File: src/rtl/uart_pkg.sv
// Definitions shared by the UART receiver and the future transmitter.
package uart_pkg;

  localparam int OVS_DEFAULT = 16;

  typedef enum logic [1:0] {
    ST_IDLE,
    ST_START,
    ST_DATA,
    ST_STOP
  } rx_state_t;

endpackage

File: src/rtl/uart_baud_tick.sv
// Free-running oversampling tick generator: one-cycle tick every CLK_HZ/(BAUD*OVS) clocks.
module uart_baud_tick #(
  parameter int CLK_HZ = 27_000_000,
  parameter int BAUD   = 115200,
  parameter int OVS    = 16
) (
  input  logic CLK,
  input  logic RESET,
  input  logic clr,
  output logic tick
);

  localparam int DIV_RAW  = CLK_HZ / (BAUD * OVS);
  localparam int TICK_DIV = (DIV_RAW < 1) ? 1 : DIV_RAW;
  localparam int CW       = (TICK_DIV > 1) ? $clog2(TICK_DIV) : 1;
  localparam logic [CW-1:0] LAST = CW'(TICK_DIV - 1);

  logic [CW-1:0] cnt;

  assign tick = (cnt == LAST);

  // clr realigns the tick phase to the start-bit edge so mid-bit sampling is deterministic.
  always_ff @(posedge CLK or posedge RESET) begin
    if (RESET)              cnt <= '0;
    else if (clr || tick)   cnt <= '0;
    else                    cnt <= cnt + 1'b1;
  end

endmodule

File: src/rtl/uart_rx.sv
// 8N1 UART receiver with oversampled mid-bit sampling, valid/ready output and error flags.
module uart_rx
  import uart_pkg::*;
#(
  parameter int CLK_HZ = 27_000_000,
  parameter int BAUD   = 115200,
  parameter int OVS    = OVS_DEFAULT
) (
  input  logic       CLK,
  input  logic       RESET,
  input  logic       ser_rx,
  output logic [7:0] rx_data,
  output logic       rx_valid,
  input  logic       rx_ready,
  output logic       frame_err,
  output logic       overrun
);

  localparam int OW = (OVS > 2) ? $clog2(OVS) : 1;
  localparam logic [OW-1:0] HALF = OW'(OVS / 2 - 1);
  localparam logic [OW-1:0] FULL = OW'(OVS - 1);

  logic          sync1, rx_s, rx_prev;
  logic          fall, clr, tick, deliver, err_wait;
  rx_state_t     state;
  logic [OW-1:0] ovs_cnt;
  logic [2:0]    bit_cnt;
  logic [7:0]    shreg;

  uart_baud_tick #(.CLK_HZ(CLK_HZ), .BAUD(BAUD), .OVS(OVS)) u_tick (
    .CLK   (CLK),
    .RESET (RESET),
    .clr   (clr),
    .tick  (tick)
  );

  // Synchronizer resets to the idle-high level so release never fakes a start edge.
  always_ff @(posedge CLK or posedge RESET) begin
    if (RESET) begin
      sync1   <= 1'b1;
      rx_s    <= 1'b1;
      rx_prev <= 1'b1;
    end else begin
      sync1   <= ser_rx;
      rx_s    <= sync1;
      rx_prev <= rx_s;
    end
  end

  assign fall    = rx_prev & ~rx_s;
  assign clr     = (state == ST_IDLE) && fall;
  assign deliver = (state == ST_STOP) && !err_wait && tick && (ovs_cnt == FULL) && rx_s;

  // NOTE: sequential state uses <= only, so every branch sees the pre-edge values.
  always_ff @(posedge CLK or posedge RESET) begin
    if (RESET) begin
      state     <= ST_IDLE;
      ovs_cnt   <= '0;
      bit_cnt   <= '0;
      shreg     <= '0;
      err_wait  <= 1'b0;
      frame_err <= 1'b0;
    end else begin
      frame_err <= 1'b0;
      case (state)
        ST_IDLE: if (fall) begin
          state   <= ST_START;
          ovs_cnt <= '0;
        end
        ST_START: if (tick) begin
          if (ovs_cnt == HALF) begin
            ovs_cnt <= '0;
            bit_cnt <= '0;
            state   <= rx_s ? ST_IDLE : ST_DATA;
          end else begin
            ovs_cnt <= ovs_cnt + 1'b1;
          end
        end
        ST_DATA: if (tick) begin
          if (ovs_cnt == FULL) begin
            ovs_cnt        <= '0;
            shreg[bit_cnt] <= rx_s;
            if (bit_cnt == 3'd7) state   <= ST_STOP;
            else                 bit_cnt <= bit_cnt + 1'b1;
          end else begin
            ovs_cnt <= ovs_cnt + 1'b1;
          end
        end
        ST_STOP: begin
          // After a framing error, hold here until the line returns to idle.
          if (err_wait) begin
            if (rx_s) begin
              err_wait <= 1'b0;
              state    <= ST_IDLE;
            end
          end else if (tick) begin
            if (ovs_cnt == FULL) begin
              ovs_cnt <= '0;
              if (rx_s) begin
                state <= ST_IDLE;
              end else begin
                frame_err <= 1'b1;
                err_wait  <= 1'b1;
              end
            end else begin
              ovs_cnt <= ovs_cnt + 1'b1;
            end
          end
        end
        default: state <= ST_IDLE;
      endcase
    end
  end

  // A handshake frees the holding register first, so a same-cycle delivery is never an overrun.
  always_ff @(posedge CLK or posedge RESET) begin
    if (RESET) begin
      rx_data  <= 8'h00;
      rx_valid <= 1'b0;
      overrun  <= 1'b0;
    end else if (rx_valid && rx_ready) begin
      if (deliver) rx_data  <= shreg;
      else         rx_valid <= 1'b0;
    end else if (deliver) begin
      if (rx_valid) begin
        overrun <= 1'b1;
      end else begin
        rx_data  <= shreg;
        rx_valid <= 1'b1;
      end
    end
  end

endmodule

File: config.mk
export PLATFORM = sky130hd
export DESIGN_NAME = uart_rx
export DESIGN_NICKNAME = d
export VERILOG_FILES = /design/src/rtl/uart_pkg.sv /design/src/rtl/uart_baud_tick.sv /design/src/rtl/uart_rx.sv
export SDC_FILE = /design/constraint.sdc
export NUM_CORES = 1
export LEC_CHECK = 0
export CAP_MARGIN = 15
export CORE_MARGIN = 8
export CORE_UTILIZATION = 43
export CTS_CLUSTER_DIAMETER = 120
export DETAILED_ROUTE_END_ITERATION = 10
export SETUP_SLACK_MARGIN = 0.1
export SLEW_MARGIN = 25
export SYNTH_ARGS = -nofsm -noshare
export SYNTH_HDL_FRONTEND = slang
export SYNTH_SLANG_ARGS = --single-unit
File: constraint.sdc
create_clock -name CLK -period 3 [get_ports CLK]
set_clock_uncertainty 0.2 [all_clocks]
set_input_delay 0.75 -clock CLK [delete_from_list [all_inputs] [get_ports CLK]]
set_output_delay 0.75 -clock CLK [all_outputs]
set_load 0.01 [all_outputs]
# Word level (Yosys, flattened, before mapping)
# Index checks and enable logic that the tools add are counted.
# Widths: inputs -> output; s select.
[word_totals]
register_bits = 36
in_bits = 4
out_inout_bits = 11
elab_cells = 101
[op_classes]
n_addsub = 3
order_cmp = 2
n_eq_ne = 19
n_mux = 42
bitwise_logic = 3
reduce_logical = 19
[op_table]
columns = ["op", "count"]
rows = [
  ["$mux 8", 4],
  ["$mux 4", 7],
  ["$mux 2", 11],
  ["$ne 2x2->1 const B", 9],
  ["$pmux 4 s4", 1],
  ["$mux 3", 5],
  ["$mux 1", 10],
  ["$reduce_and 3->1", 3],
  ["$add 4x1->4 const B", 2],
  ["$bwmux 8", 1],
  ["$eq 4x4->1 const B", 2],
  ["$pmux 2 s4", 1],
  ["$reduce_and 8->1", 1],
  ["$logic_and 1x1->1", 7],
  ["$pmux 3 s2", 1],
  ["$reduce_and 6->1", 1],
  ["$eq 2x2->1 const B", 2],
  ["$eq 4x3->1 const B", 1],
  ["$lt 3x4->1 const B", 1],
  ["$reduce_and 2->1", 2],
  ["$reduce_bool 2->1", 2],
  ["$add 3x1->3 const B", 1],
  ["$demux 1 s3", 1],
  ["$eq 3x3->1 const B", 1],
  ["10 further kinds", 11],
]

# Longest topological paths before layout
# Gate-level depths: netlist of the first run.
[depth]
ltp_word = 7
ltp_mapped = 8
mapped_depth_nobuf = 6

# Modules after synthesis
# A second synthesis of the first run with hierarchy kept.
[unflattened]
cells_unflattened = 155
hier_area_um2 = 1712.9
[modules_own_cells]
columns = ["module", "instances", "cells_each", "area_each_um2", "seq_area_each_um2"]
rows = [
  ["uart_rx", 1, 135, 1508.9, 804.5],
  ["uart_baud_tick", 1, 20, 203.9, 100.1],
]

# Least setup slack after synthesis of the first run
# OpenSTA, ideal clock, no wires.
[synth_path]
path_type = "register to register"
start = "register ovs_cnt[0]"
end = "register rx_data[0]"
setup_time_ns = 0.125
arrival_time_ns = 1.584
t_required_ns = 2.675
slack_ns = 1.092
stages_incl_launch_ff = 8
path_buffers = 2
period_less_slack_ns = 1.908
cell_sequence = "dfrtp_1 ha_1 and3_1 buf_6 nand4_1 nor2b_2 buf_6 mux2_2"
[synth_between]
elab_chain_cells = 4
[synth_lines]
columns = ["element", "line_no", "text"]
rows = [
  ["from (decl)", "uart_rx.sv:26", "logic [OW-1:0] ovs_cnt;"],
  ["from (signal assigned)", "uart_rx.sv:76", "ovs_cnt <= ovs_cnt + 1'b1;"],
  ["from (signal assigned)", "uart_rx.sv:86", "ovs_cnt <= ovs_cnt + 1'b1;"],
  ["from (signal assigned)", "uart_rx.sv:106", "ovs_cnt <= ovs_cnt + 1'b1;"],
  ["$eq 4x4->1", "uart_rx.sv:52", "assign deliver = (state == ST_STOP) && !err_wait && tick && (ovs_cnt == FULL) && rx_s;"],
  ["$logic_and 1x1->1 (2 in series)", "uart_rx.sv:52", ""],
  ["$reduce_and 2->1 (no line)", "--", ""],
  ["to (signal assigned)", "uart_rx.sv:122", "if (deliver) rx_data <= shreg;"],
  ["to (signal assigned)", "uart_rx.sv:128", "rx_data <= shreg;"],
  ["to (decl)", "uart_rx.sv:12", "output logic [7:0] rx_data,"],
]
# No other way between the ends.
# A chain may end at the register's enable or synchronous reset.

# Worst setup path after layout of the first run
[layout_path]
start = "register ovs_cnt[0]"
end = "register rx_data[7]"
# The elaborated chain is that of the path after synthesis.

==> flow_summary.ini, run 1 <==
[final_layout]
nets = 178
drive_gt1_frac = 0.2000
utilization = 0.5062
diodes = 0
area_growth_pct = 13.27

[run_status]
status = completed

[run]
drv_cap = 0

[sta]
maxSlewViolCount = 0
worstMarginPinSlew_ns = 0.5837
fin_tns_setup_ns = 0
finalCritPeriodShare = 0.8078
fin_crit_ns = 2.424
rsz0062_at_grt = false
slew_headroom = 0.6108
holdWs_ns = 0.1580
final_hold_viol_count = 0
setup_violations = 0
setup_ws_ns = 0.5765
max_freq_mhz = 412.6

[min_path]
hold_path_class = reg2reg

[clocking]
clk_path_buf_depth = 2
cts-resized-gates = 0
clock-sinks = 36
ctsHoldBuffers = 0
cts_tree = done
cts_made_buffers = 5
clock_latency_ns = 0.28
cts_setup_buffers = 0
cts_root_buffer = clkbuf_8
htree_levels = 2
clkTransAtPathRegs_ns = 0.07

[yosys]
synth_cell_types = 48
synth_seq_cells = 36
syn_inst = 155
synth_top_cell_by_area = dfrtp_1
synth.most_common_cell = dfrtp_1
yosysSeqAreaShare = 0.5024
synthTopCellsByCount = dfrtp_1, mux2_2, o21ai_0, nand3_1, nor2_1
synth_warnings = 0
ys.flop_type = dfrtp_1
synth_edf_count = 0
synthDominantCellAreaShare = 0.4587
async_flop_share = 1.000
syn-num-nets = 164
syn_area_um2 = 1800
synth_area_leaders = dfrtp_1, mux2_2, dfstp_2
synth_area_per_cell_um2 = 11.62

[detailed_routing]
finalWirelength_mm = 3.266
viasPerCell = 5.473
drt_iter0_drc = 139
met2_wirelength_mm = 1.523
num_vias = 1204
avgRoutedWirePerCell_um = 14.85
met1_length_mm = 1.535
dr.pass1.iters = 4
route.met3.wl_um = 161
ant_nets = 0
drc = 0
top_layer = met4

[die]
fp.dieW_um = 80.71
fp-row-count = 23
start_util = 0.4469
core_um2 = 4029
boundaryPins = 15
die_y_um = 80.71
die-area_um2 = 6514

[global_route]
grt_usage = 0.1121
gr-total-overflow = 0
antenna_found_initial = 0
grt_pass1_wl_mm = 5.740
grt_start_max_net_pins = 37
first_global_vias = 1218

[critical_path]
worstPathRequired_ns = 2.96
critPathArrivalTime_ns = 2.39
start_kind = flop
critPathMaxFanout = 8
crit_family = simple AND/OR/NAND/NOR gates
cp_cell_sequence = ha_1, and3_1, nand4_1, nor2b_2, mux2_2
cpMaxStageDelayCell = nor2b_2
max_stage_delay_ns = 0.44
path_buf_inv = 0
crit_path_end_kind = flop
criticalPathCategory = reg2reg

[power]
leakage_nw = 0.9276
power.density_nw_per_um2 = 675.8
irDropWorstVdd_mv = 0.4187

[placed_design]
gp_congestion = 0.7551
dpl.hpwl_mm = 2.302
pre_cts_ws_ns = 0.4860
port_buffers = 14
-- kinds of logic after synthesis --
family                   after synthesis  share of synthesized area
AO/OA/AOI/OAI                         25                    0.09938
XOR/XNOR                               3                    0.01460
adder cells (fa/ha/maj)                5                    0.03475
buffers and inverters                 14                    0.04517
flip-flops                            36                     0.5024
multiplexers                          20                     0.1279
AND/OR/NAND/NOR                       52                     0.1758
-- worst paths after layout --
path | from | to | slack (ns) | cells after the start
min | sync1 | rx_s | 0.16 | 0
min in group asynchronous | RESET | ovs_cnt[1] | 0.68 | 3
max in group asynchronous | RESET | rx_prev | 1.58 | 3
max reg2reg | ovs_cnt[0] | rx_data[7] | 0.58 | 5
min reg2reg | sync1 | rx_s | 0.16 | 0
max | ovs_cnt[0] | rx_data[7] | 0.58 | 5
-- report_power, final --
group	switching, mW	internal (mW)	leakage (nW)
logic	0.200	0.171	0.401
registers	0.120	0.554	0.478
clock network	0.172	0.162	0.0479
total	0.492	0.886	0.928
-- sequential cells by signal, summed over array words and instances, names as in the netlist, 3 cells and up, named ones only --
register	flops
shreg	8
u_tick.cnt	4
bit_cnt	3
ovs_cnt	4
rx_data	8
-- through the flow --
step | total power [mW] | instance area [µm²] | std cells
floorplan | 0.9946 | 1800 | 155
global placement | 1.030 | 1952 | 212
detailed placement | 1.054 | 1952 | 212
CTS | 1.395 | 2039 | 220
global route | 1.484 | 2039 | 220
finish | 1.378 | 2039 | 220
-- cell usage in the layout (no fill, tap or decap), types with 3 or more instances in the layout --
cell type        instances
o21ai_0                  9
nand3_1                  8
nand2_1                  7
nor3_1                   6
inv_1                    6
mux2_1                   3
ha_1                     5
mux2_2                  13
clkdlybuf4s50_1         14
dfrtp_1                 33
clkbuf_8                 5
nand2b_1                 5
nor2_1                   8
dfstp_2                  3
-- area by class of cell --
| class | count | area [µm²] |
|---|---|---|
| fillers | 366 | 1989 |
| inverters | 6 | 22.52 |
| clock buffers | 5 | 68.82 |
| well taps | 50 | 62.56 |
| flip-flops and latches | 36 | 904.6 |
| multi-input cells | 105 | 814.5 |
| repair buffers | 15 | 147.6 |
| clock inverters | 3 | 18.77 |
-- routing by layer --
| metal | vias up | track usage |
|---|---|---|
| li1 | 588 | - |
| met1 | 596 | 0.1436 |
| met2 | 16 | 0.1660 |
| met3 | 4 | 0.04129 |
| met4 | 0 | 0.04821 |
| met5 | - | 0 |
-- worst reg2reg max path, stage by stage, from the launching register on --
cell	delay, ns
dfrtp_1	0.40
ha_1	0.24
and3_1	0.41
nand4_1	0.22
nor2b_2	0.44
mux2_2	0.39
Power figures use the tool's default switching activity.
==> run 2, diff against run 1 <==
Clock period 3 ns to 2.1 ns, I/O delays scaled along.
==> flow_summary.ini, run 2 (same netlist as run 1, synthesis figures left out) <==
[run_status]
status = completed

[clocking]
cts_tree = done
clkTransAtPathRegs_ns = 0.07
ctsHoldBuffers = 0
clock_latency_ns = 0.27
clk_path_buf_depth = 2
clock-sinks = 36
cts_root_buffer = clkbuf_8
htree_levels = 2
cts_made_buffers = 5

[detailed_routing]
ant_nets = 0
drt_iter0_drc = 116
num_vias = 1273
dr.pass1.iters = 4
avgRoutedWirePerCell_um = 14.89
finalWirelength_mm = 3.530
viasPerCell = 5.371
drc = 0

[die]
fp.dieW_um = 80.71
fp-row-count = 23
core_um2 = 4029
die-area_um2 = 6514
start_util = 0.4469
die_y_um = 80.71
boundaryPins = 15

[critical_path]
worstPathRequired_ns = 2.06
cpMaxStageDelayCell = dfrtp_1
crit_path_end_kind = flop
critPathMaxFanout = 3
rrSetupSlack_ns = 0.14
critPathArrivalTime_ns = 1.92
criticalPathCategory = reg2reg
start_kind = flop
rr_worst_depth = 6
crit_path_frequent_cell = ha_2
reg2reg_from = bit_cnt[0]
max_stage_delay_ns = 0.40
cp_cell_sequence = ha_2, ha_2, a222oi_1, buf_4, nor4_2, mux2_1

[sta]
setup_ws_ns = 0.1415
fin_crit_ns = 1.958
fin_tns_setup_ns = 0
holdWs_ns = 0.1570
worstMarginPinSlew_ns = 0.4721
slew_headroom = 0.6819
setup_violations = 0
maxSlewViolCount = 0
final_hold_viol_count = 0
rsz0062_at_grt = true
max_freq_mhz = 510.6
finalCritPeriodShare = 0.9326

[final_layout]
area_growth_pct = 25.50
stdcell_area_um2 = 2260
nets = 195
instances_no_fill = 237
n_fill_cell = 360
reg_top3 = rx_data: 8 flops, shreg: 8 flops
utilization = 0.5609
final_common_cell = dfrtp_1
final_cell_mix = dfrtp_1, buf_4, clkdlybuf4s50_1, mux2_4
diodes = 0
drive_gt1_frac = 0.3102

[placed_design]
dpl.cell_count = 223
pre_cts_ws_ns = -0.0001065
dpl.hpwl_mm = 2.513
port_buffers = 14
gp_congestion = 0.7826
dpl-instance-area_um2 = 2059

[power]
power.total_mw = 2.163
leakage_nw = 1.015
power.density_nw_per_um2 = 957.3
irDropWorstVdd_mv = 0.7010

[global_route]
grt_pass1_wl_mm = 5.747
grt_usage = 0.1128
first_global_vias = 1231
antenna_found_initial = 0
gr-total-overflow = 0
grt_start_max_net_pins = 31

[run]
drv_cap = 0

[min_path]
min_to = rx_s
min_from = sync1
hold_path_class = reg2reg
hold_path_depth = 0
==> run 2: power by group <==
| part | internal [mW] | switching (mW) | total, mW |
|---|---|---|---|
| clock network | 0.267 | 0.218 | 0.486 |
| registers | 0.793 | 0.120 | 0.913 |
| logic | 0.356 | 0.409 | 0.764 |
| total | 1.42 | 0.747 | 2.16 |
==> run 2: cell type report <==
| type | count | area (µm²) | area share |
|---|---|---|---|
| clock buffer | 8 | 90.09 | 0.03987 |
| multi-input combinational | 105 | 879.6 | 0.3893 |
| inverter | 6 | 22.52 | 0.009967 |
| tap | 50 | 62.56 | 0.02769 |
| sequential | 36 | 904.6 | 0.4003 |
| timing repair buffer | 32 | 300.3 | 0.1329 |
==> run 2: routing by layer <==
layer / share of wire / vias up / track usage / wire length (µm)
li1: - / 619 / - / -
met1: 0.46 / 611 / 0.1456 / 1615
met2: 0.47 / 39 / 0.1692 / 1650
met3: 0.068 / 4 / 0.04018 / 240
met4: 0.0065 / 0 / 0.04286 / 23
met5: 0 / - / 0 / 0
==> run 2: worst max-delay path by stage <==
| stage | from | slack (ns) | end | cells after the start |
|---|---|---|---|---|
| 6_report | bit_cnt[0] | 0.14 | flop | 6 |
| 5_1_grt | u_tick.cnt[0] | 0.05 | rx_data[7] | 6 |
| 4_1_cts | u_tick.cnt[1] | 0.12 | rx_data[7] | 7 |
| 3_5_place_dp | rx_ready | -0.0001 | rx_data[7] | 5 |
| 3_3_place_gp | rx_ready | 0.03 | rx_data[1] | 5 |
| 2_1_floorplan | ovs_cnt[0] | 0.19 | rx_data[0] | 7 |
==> run 2: worst max-delay path: cells and delay by family, from the launching register on <==
kind	cells	cell delay, ns
AO/OA/AOI/OAI	1	0.34
adder cells (fa/ha/maj)	2	0.36
buffers and inverters	1	0.18
multiplexers	1	0.32
flip-flops	1	0.40
AND/OR/NAND/NOR	1	0.04
==> run 2: repair_timing <==
item                       4_1_cts  5_1_grt
pin swaps                        0        3
setup buffers                    0        6
gates cloned                     0        0
resized for setup                3       18
setup endpoints to repair       13       18
